**config.mk**
```make
export PLATFORM = sky130hd
export DESIGN_NAME = s_memory_arbiter_flat
export DESIGN_NICKNAME = d
export VERILOG_FILES = /design/src/rtl/s_memory_arbiter_if.sv /design/src/rtl/s_memory_arbiter.sv /design/src/flat_wrapper.sv
export SDC_FILE = /design/constraint.sdc
export NUM_CORES = 1
export LEC_CHECK = 0
export CAP_MARGIN = 20
export CORE_MARGIN = 2
export CORE_UTILIZATION = 25
export DETAILED_ROUTE_END_ITERATION = 12
export PLACE_DENSITY_LB_ADDON = 0.15
export SYNTH_ARGS = -nofsm -noshare
export SYNTH_HDL_FRONTEND = slang
export SYNTH_SLANG_ARGS = --single-unit
```
**constraint.sdc**
```tcl
create_clock -name clk -period 2.9 [get_ports clk]
set_clock_uncertainty 0.2 [all_clocks]
set_input_delay 0.725 -clock clk [delete_from_list [all_inputs] [get_ports clk]]
set_output_delay 0.725 -clock clk [all_outputs]
set_load 0.01 [all_outputs]
```
**src/rtl/s_memory_arbiter_if.sv**
```systemverilog
// Client-side request/grant bus and RAM-side access port of the S-memory arbiter.
// master = task FSMs plus the RAM, slave = the arbiter.
interface s_memory_arbiter_if #(
    parameter int NUM_CLIENTS = 3,
    parameter int ADDR_WIDTH  = 8,
    parameter int DATA_WIDTH  = 8
);
    logic [NUM_CLIENTS-1:0]            req;
    logic [NUM_CLIENTS-1:0]            lock;
    logic [NUM_CLIENTS-1:0]            wr_en;
    logic [NUM_CLIENTS*ADDR_WIDTH-1:0] addr;
    logic [NUM_CLIENTS*DATA_WIDTH-1:0] wdata;
    logic [NUM_CLIENTS-1:0]            gnt;
    logic [NUM_CLIENTS-1:0]            ack;
    logic [NUM_CLIENTS-1:0]            rvalid;
    logic [DATA_WIDTH-1:0]             rdata;
    logic [ADDR_WIDTH-1:0]             mem_addr;
    logic [DATA_WIDTH-1:0]             mem_wdata;
    logic                              mem_wren;
    logic [DATA_WIDTH-1:0]             mem_rdata;

    modport master (
        output req, lock, wr_en, addr, wdata, mem_rdata,
        input  gnt, ack, rvalid, rdata, mem_addr, mem_wdata, mem_wren
    );

    modport slave (
        input  req, lock, wr_en, addr, wdata, mem_rdata,
        output gnt, ack, rvalid, rdata, mem_addr, mem_wdata, mem_wren
    );
endinterface

```
**src/rtl/s_memory_arbiter.sv**
```systemverilog
// Arbitrated single-port S-memory access: registered one-hot grant (1 cycle from IDLE), combinational access path,
// read data tagged back RD_LATENCY cycles after ack; non-granted clients simply wait, a lock holds the grant.
module s_memory_arbiter #(
    parameter int NUM_CLIENTS    = 3,
    parameter int ADDR_WIDTH     = 8,
    parameter int DATA_WIDTH     = 8,
    parameter int RD_LATENCY     = 1,
    parameter int FIXED_PRIORITY = 0
) (
    input  logic               clk,
    input  logic               reset,
    s_memory_arbiter_if.slave  bus
);
    localparam int PTR_W = (NUM_CLIENTS > 1) ? $clog2(NUM_CLIENTS) : 1;

    typedef enum logic {IDLE, GRANTED} state_t;

    state_t                 r_state, w_state_nxt;
    logic [NUM_CLIENTS-1:0] r_gnt, w_gnt_nxt;
    logic [PTR_W-1:0]       r_ptr, w_ptr_nxt;
    logic [PTR_W-1:0]       r_gidx, w_gidx_nxt;
    logic [PTR_W-1:0]       w_winner;
    logic [NUM_CLIENTS-1:0] w_reqs;
    logic [NUM_CLIENTS-1:0] w_ack;
    logic [NUM_CLIENTS-1:0] w_rd_accept;
    logic                   w_access;
    logic [NUM_CLIENTS-1:0] r_tag [RD_LATENCY];

    // Round-robin scans upward from the client after the last winner; fixed priority scans from 0.
    function automatic logic [PTR_W-1:0] f_pick(input logic [NUM_CLIENTS-1:0] reqs,
                                                input logic [PTR_W-1:0]       ptr);
        logic [PTR_W-1:0] win;
        logic [PTR_W-1:0] cand;
        logic             found;
        int               idx;
        win   = '0;
        found = 1'b0;
        for (int k = 0; k < NUM_CLIENTS; k++) begin
            if (FIXED_PRIORITY != 0) idx = k;
            else                     idx = (int'(ptr) + 1 + k) % NUM_CLIENTS;
            cand = PTR_W'(idx);
            if (!found && reqs[cand]) begin
                win   = cand;
                found = 1'b1;
            end
        end
        return win;
    endfunction

    assign w_reqs   = bus.req | bus.lock;
    assign w_winner = f_pick(w_reqs, r_ptr);

    always_comb begin
        w_state_nxt = r_state;
        w_gnt_nxt   = r_gnt;
        w_ptr_nxt   = r_ptr;
        w_gidx_nxt  = r_gidx;
        case (r_state)
            IDLE: begin
                if (|w_reqs) begin
                    w_gnt_nxt           = '0;
                    w_gnt_nxt[w_winner] = 1'b1;
                    w_ptr_nxt           = w_winner;
                    w_gidx_nxt          = w_winner;
                    w_state_nxt         = GRANTED;
                end
            end
            GRANTED: begin
                if (!w_reqs[r_gidx]) begin
                    w_gnt_nxt   = '0;
                    w_state_nxt = IDLE;
                end
            end
            default: begin
                w_gnt_nxt   = '0;
                w_state_nxt = IDLE;
            end
        endcase
    end

    always_ff @(posedge clk) begin
        if (reset) begin
            r_state <= IDLE;
            r_gnt   <= '0;
            r_ptr   <= PTR_W'(NUM_CLIENTS - 1);
            r_gidx  <= '0;
        end else begin
            r_state <= w_state_nxt;
            r_gnt   <= w_gnt_nxt;
            r_ptr   <= w_ptr_nxt;
            r_gidx  <= w_gidx_nxt;
        end
    end

    // Reset gates the access path so nothing reaches the RAM or the tag pipe while it is high.
    assign w_access = !reset && r_gnt[r_gidx] && bus.req[r_gidx];

    always_comb begin
        w_ack         = '0;
        bus.mem_addr  = '0;
        bus.mem_wdata = '0;
        bus.mem_wren  = 1'b0;
        if (w_access) begin
            w_ack[r_gidx] = 1'b1;
            bus.mem_addr  = bus.addr[r_gidx*ADDR_WIDTH +: ADDR_WIDTH];
            bus.mem_wdata = bus.wdata[r_gidx*DATA_WIDTH +: DATA_WIDTH];
            bus.mem_wren  = bus.wr_en[r_gidx];
        end
    end

    assign w_rd_accept = w_ack & ~bus.wr_en;

    always_ff @(posedge clk) begin
        if (reset) begin
            for (int i = 0; i < RD_LATENCY; i++) r_tag[i] <= '0;
        end else begin
            r_tag[0] <= w_rd_accept;
            for (int i = 1; i < RD_LATENCY; i++) r_tag[i] <= r_tag[i-1];
        end
    end

    assign bus.gnt    = r_gnt;
    assign bus.ack    = w_ack;
    assign bus.rvalid = reset ? '0 : r_tag[RD_LATENCY-1];
    assign bus.rdata  = bus.mem_rdata;
endmodule

```
**src/flat_wrapper.sv**
```systemverilog
// flat-port wrapper written by rule: the top's interface ports become plain ports
module s_memory_arbiter_flat 
#(
    parameter int NUM_CLIENTS    = 3,
    parameter int ADDR_WIDTH     = 8,
    parameter int DATA_WIDTH     = 8,
    parameter int RD_LATENCY     = 1,
    parameter int FIXED_PRIORITY = 0
)
  (clk, reset, bus_req, bus_lock, bus_wr_en, bus_addr, bus_wdata, bus_mem_rdata, bus_gnt, bus_ack, bus_rvalid, bus_rdata, bus_mem_addr, bus_mem_wdata, bus_mem_wren);
  s_memory_arbiter_if #(.NUM_CLIENTS(NUM_CLIENTS), .ADDR_WIDTH(ADDR_WIDTH), .DATA_WIDTH(DATA_WIDTH)) bus_i ();
  input  logic clk;
  input  logic reset;
  input wire logic [$bits(bus_i.req)-1:0] bus_req;
  input wire logic [$bits(bus_i.lock)-1:0] bus_lock;
  input wire logic [$bits(bus_i.wr_en)-1:0] bus_wr_en;
  input wire logic [$bits(bus_i.addr)-1:0] bus_addr;
  input wire logic [$bits(bus_i.wdata)-1:0] bus_wdata;
  input wire logic [$bits(bus_i.mem_rdata)-1:0] bus_mem_rdata;
  output wire logic [$bits(bus_i.gnt)-1:0] bus_gnt;
  output wire logic [$bits(bus_i.ack)-1:0] bus_ack;
  output wire logic [$bits(bus_i.rvalid)-1:0] bus_rvalid;
  output wire logic [$bits(bus_i.rdata)-1:0] bus_rdata;
  output wire logic [$bits(bus_i.mem_addr)-1:0] bus_mem_addr;
  output wire logic [$bits(bus_i.mem_wdata)-1:0] bus_mem_wdata;
  output wire logic [$bits(bus_i.mem_wren)-1:0] bus_mem_wren;
  assign bus_i.req = bus_req;
  assign bus_i.lock = bus_lock;
  assign bus_i.wr_en = bus_wr_en;
  assign bus_i.addr = bus_addr;
  assign bus_i.wdata = bus_wdata;
  assign bus_i.mem_rdata = bus_mem_rdata;
  assign bus_gnt = bus_i.gnt;
  assign bus_ack = bus_i.ack;
  assign bus_rvalid = bus_i.rvalid;
  assign bus_rdata = bus_i.rdata;
  assign bus_mem_addr = bus_i.mem_addr;
  assign bus_mem_wdata = bus_i.mem_wdata;
  assign bus_mem_wren = bus_i.mem_wren;
  s_memory_arbiter #(.NUM_CLIENTS(NUM_CLIENTS), .ADDR_WIDTH(ADDR_WIDTH), .DATA_WIDTH(DATA_WIDTH), .RD_LATENCY(RD_LATENCY), .FIXED_PRIORITY(FIXED_PRIORITY)) u_core (.clk(clk), .reset(reset), .bus(bus_i));
endmodule
```
==> flow_summary.ini <==
[clocking]
insertion_delay_ns = 0.24
clock_sinks = 10
numCtsBuffers = 3
cts_root_buf = clkbuf_8
hold_buffers = 0
clockBufferDepth = 2
cts.clk_slew.worst_paths_ns = 0.05
htreeDepth = 1
tritoncts = built

[timing]
fin_crit_sh = 0.968
drv_slew = 0
finalWorstSetupSlack_ns = 0.0924
period_needed_ns = 2.81
tightest_slew_ns = 0.394
max-slew-margin-rel = 0.737
whs_ns = 0.310
hold_violations = 0
finalSetupViolations = 0
max_freq_ghz = 0.356
rsz0062_at_grt = false

[routing]
vias = 1514
vias_per_cell = 4.84
routed_wl_mm = 4.10
wl_per_cell_um = 13.1
firstDrtPassIters = 4
drc = 0
ant_nets = 0
drtIter0Drc = 79

[floorplan]
ioPinCount = 101
fp.coreArea_um2 = 4290
start_util = 0.255
dieArea_um2 = 4920
row_count = 24
die_w_um = 70.2
die_y_um = 70.2

[logic_synthesis]
syn_area_um2 = 1090
synth_top_area_share = 0.183
ys_types = 35
netlist_instances = 156
synth.avg_cell_area_um2 = 7.02
synth_fa_ha_area_frac = 0.0343
synth_flop_cell = dfxtp_1
ys_ff_latch = 10
synth_top_family_by_area = simple AND/OR/NAND/NOR gates
yosys_warnings = 0
ys_async_sr_fraction = 0
yosys.area.top_type = dfxtp_1
synth-edff-count = 0
synth_compound_area_frac = 0.237
synth_xor_xnor_area_share = 0
synth.net_count = 226
synthSimpleGateAreaFrac = 0.274
ys_seq_area_frac = 0.183
muxShareOfSynthArea = 0.155
yosys-top-cells-area = dfxtp_1 (18%), mux2i_1 (16%), nor2_1 (13%)

[setup_path]
worstPathRequired_ns = 1.98
arrival_ns = 1.88
crit_chain = dlygate4sd2_1 -> nand2_2 -> o21ai_2 -> buf_4 -> a21boi_4 -> buf_4 -> buf_16 -> nor2_1 -> buf_2
criticalPathCategory = in2out
worstSetupStartpointType = input pin
r2r-start = u_core.r_gidx[0]
worstSetupStartpoint = bus_req[0]
endpoint_kind = output pin
max_stage_delay_ns = 0.22
crit_fanout = 8
crit_slowest_cell = dlygate4sd2_1
crit_top_cell = buf_4
reg2reg_slack_ns = 0.90

[pwr]
vdd_ir_drop_max_mv = 0.121
cellPowerDensity_nw_per_um2 = 337
p_leak_nw = 0.927

[hold_path]
hold_start = u_core.bus.gnt[2]
hold_class = reg2reg

[placed_design]
place_congestion = 0.779
dp_slack_ns = -0.702
place_hpwl_mm = 3.01
io_buffers = 84

[global_routing]
overflow = 0
grt_max_degree = 19
grt_pass1_vias = 1481
grt_antenna_before_repair = 0
grt_pass1_wl_mm = 6.84
grt_usage = 0.169

[final_layout]
seq_area_um2 = 200
final_net_count = 332
num_antenna_cells = 0
drive_above_1_share = 0.249
multi_input_area_um2 = 798
nFillCells = 414
syn_to_final_growth_pct = 99.4

[status]
status = completed

[flow_run]
drv_cap = 0
## worst max-delay path, delay by kind of cell
kind,cells,cell delay [ns]
buffers and inverters,5,0.78
AND/OR/NAND/NOR,2,0.19
AO/OA/AOI/OAI,2,0.19
## cell type report
cell class,instances,share of cell area
timing repair buffer,117,0.477
multi-input combinational,124,0.366
sequential,10,0.0917
tap,52,0.0298
clock buffer,4,0.0252
inverter,6,0.0103
## where the power goes
part / switching, mW / internal [mW]
Sequential: 0.0140 / 0.152
Combinational: 0.179 / 0.212
Clock: 0.0594 / 0.120
Total: 0.252 / 0.484
## kinds of logic after synthesis
kind of cell | Yosys count
fa+ha+maj | 3
compound gates | 39
simple gates | 65
mux | 17
buf+inv | 22
flops | 10
## registers in the layout (all words and copies together), names as in the netlist
name            count
u_core.r_ptr        1
u_core.r_gidx       2
u_core.r_tag        3
u_core.r_state      1
u_core.bus.gnt      3
## repair_timing
action,in CTS,in global routing
buffers inserted,15,2
resized for setup,57,20
setup endpoints to repair,23,16
pin swaps,3,2
cloned,1,0
## per-stage QoR
step | cell area (um^2) | power [mW] | cells | TNS [ns] | utilization
after detailed placement | 2020 | 0.526 | 291 | -12.73 | 0.471
after global placement | 2020 | 0.529 | 291 | -12.67 | 0.471
after floorplan | 1090 | 0.363 | 156 | 0 | -
final | 2180 | 0.736 | 313 | 0 | 0.508
after global routing | 2180 | 0.785 | 313 | 0 | 0.508
after CTS | 2190 | 0.734 | 311 | -0.384 | 0.511
## routing by layer
layer	vias to the layer above	track usage	part of all wire
li1	754	-	-
met5	-	0	0
met3	6	0.0462	0.067
met4	0	0.0363	0.0039
met1	686	0.202	0.42
met2	68	0.303	0.51
## cells in the mapped netlist, drive strengths merged, types with 2 or more instances
cell type / number
nor2: 41
dfxtp: 10
nor3b: 3
nand2: 5
nor3: 2
ha: 3
nand3: 2
a21oi: 20
o211ai: 2
a211oi: 2
nor2b: 6
o21ai: 2
a311oi: 3
mux2i: 17
a31oi: 2
buf: 15
inv: 6
## worst paths after layout
check / end / cells past startpoint
max reg2reg: u_core.r_gidx[0] / 6
max: bus_mem_wdata[2] / 9
min reg2reg: u_core.bus.gnt[2] / 2
min: u_core.bus.gnt[2] / 2
## placed cells by master (no fill, tap or decap), types with 3 or more instances in the layout
master           instances
dlygate4sd2_1            5
buf_2                    9
nand2_1                  4
a311oi_1                 3
clkbuf_8                 4
nor2_2                   4
nor3b_1                  3
dfxtp_1                 10
a21oi_1                 20
ha_1                     3
clkbuf_2                 8
nor2b_1                  6
buf_4                   30
mux2i_1                 17
clkdlybuf4s50_1         61
nor2_1                  35
inv_1                    6
Note: power is estimated with default switching activity, not from simulation.
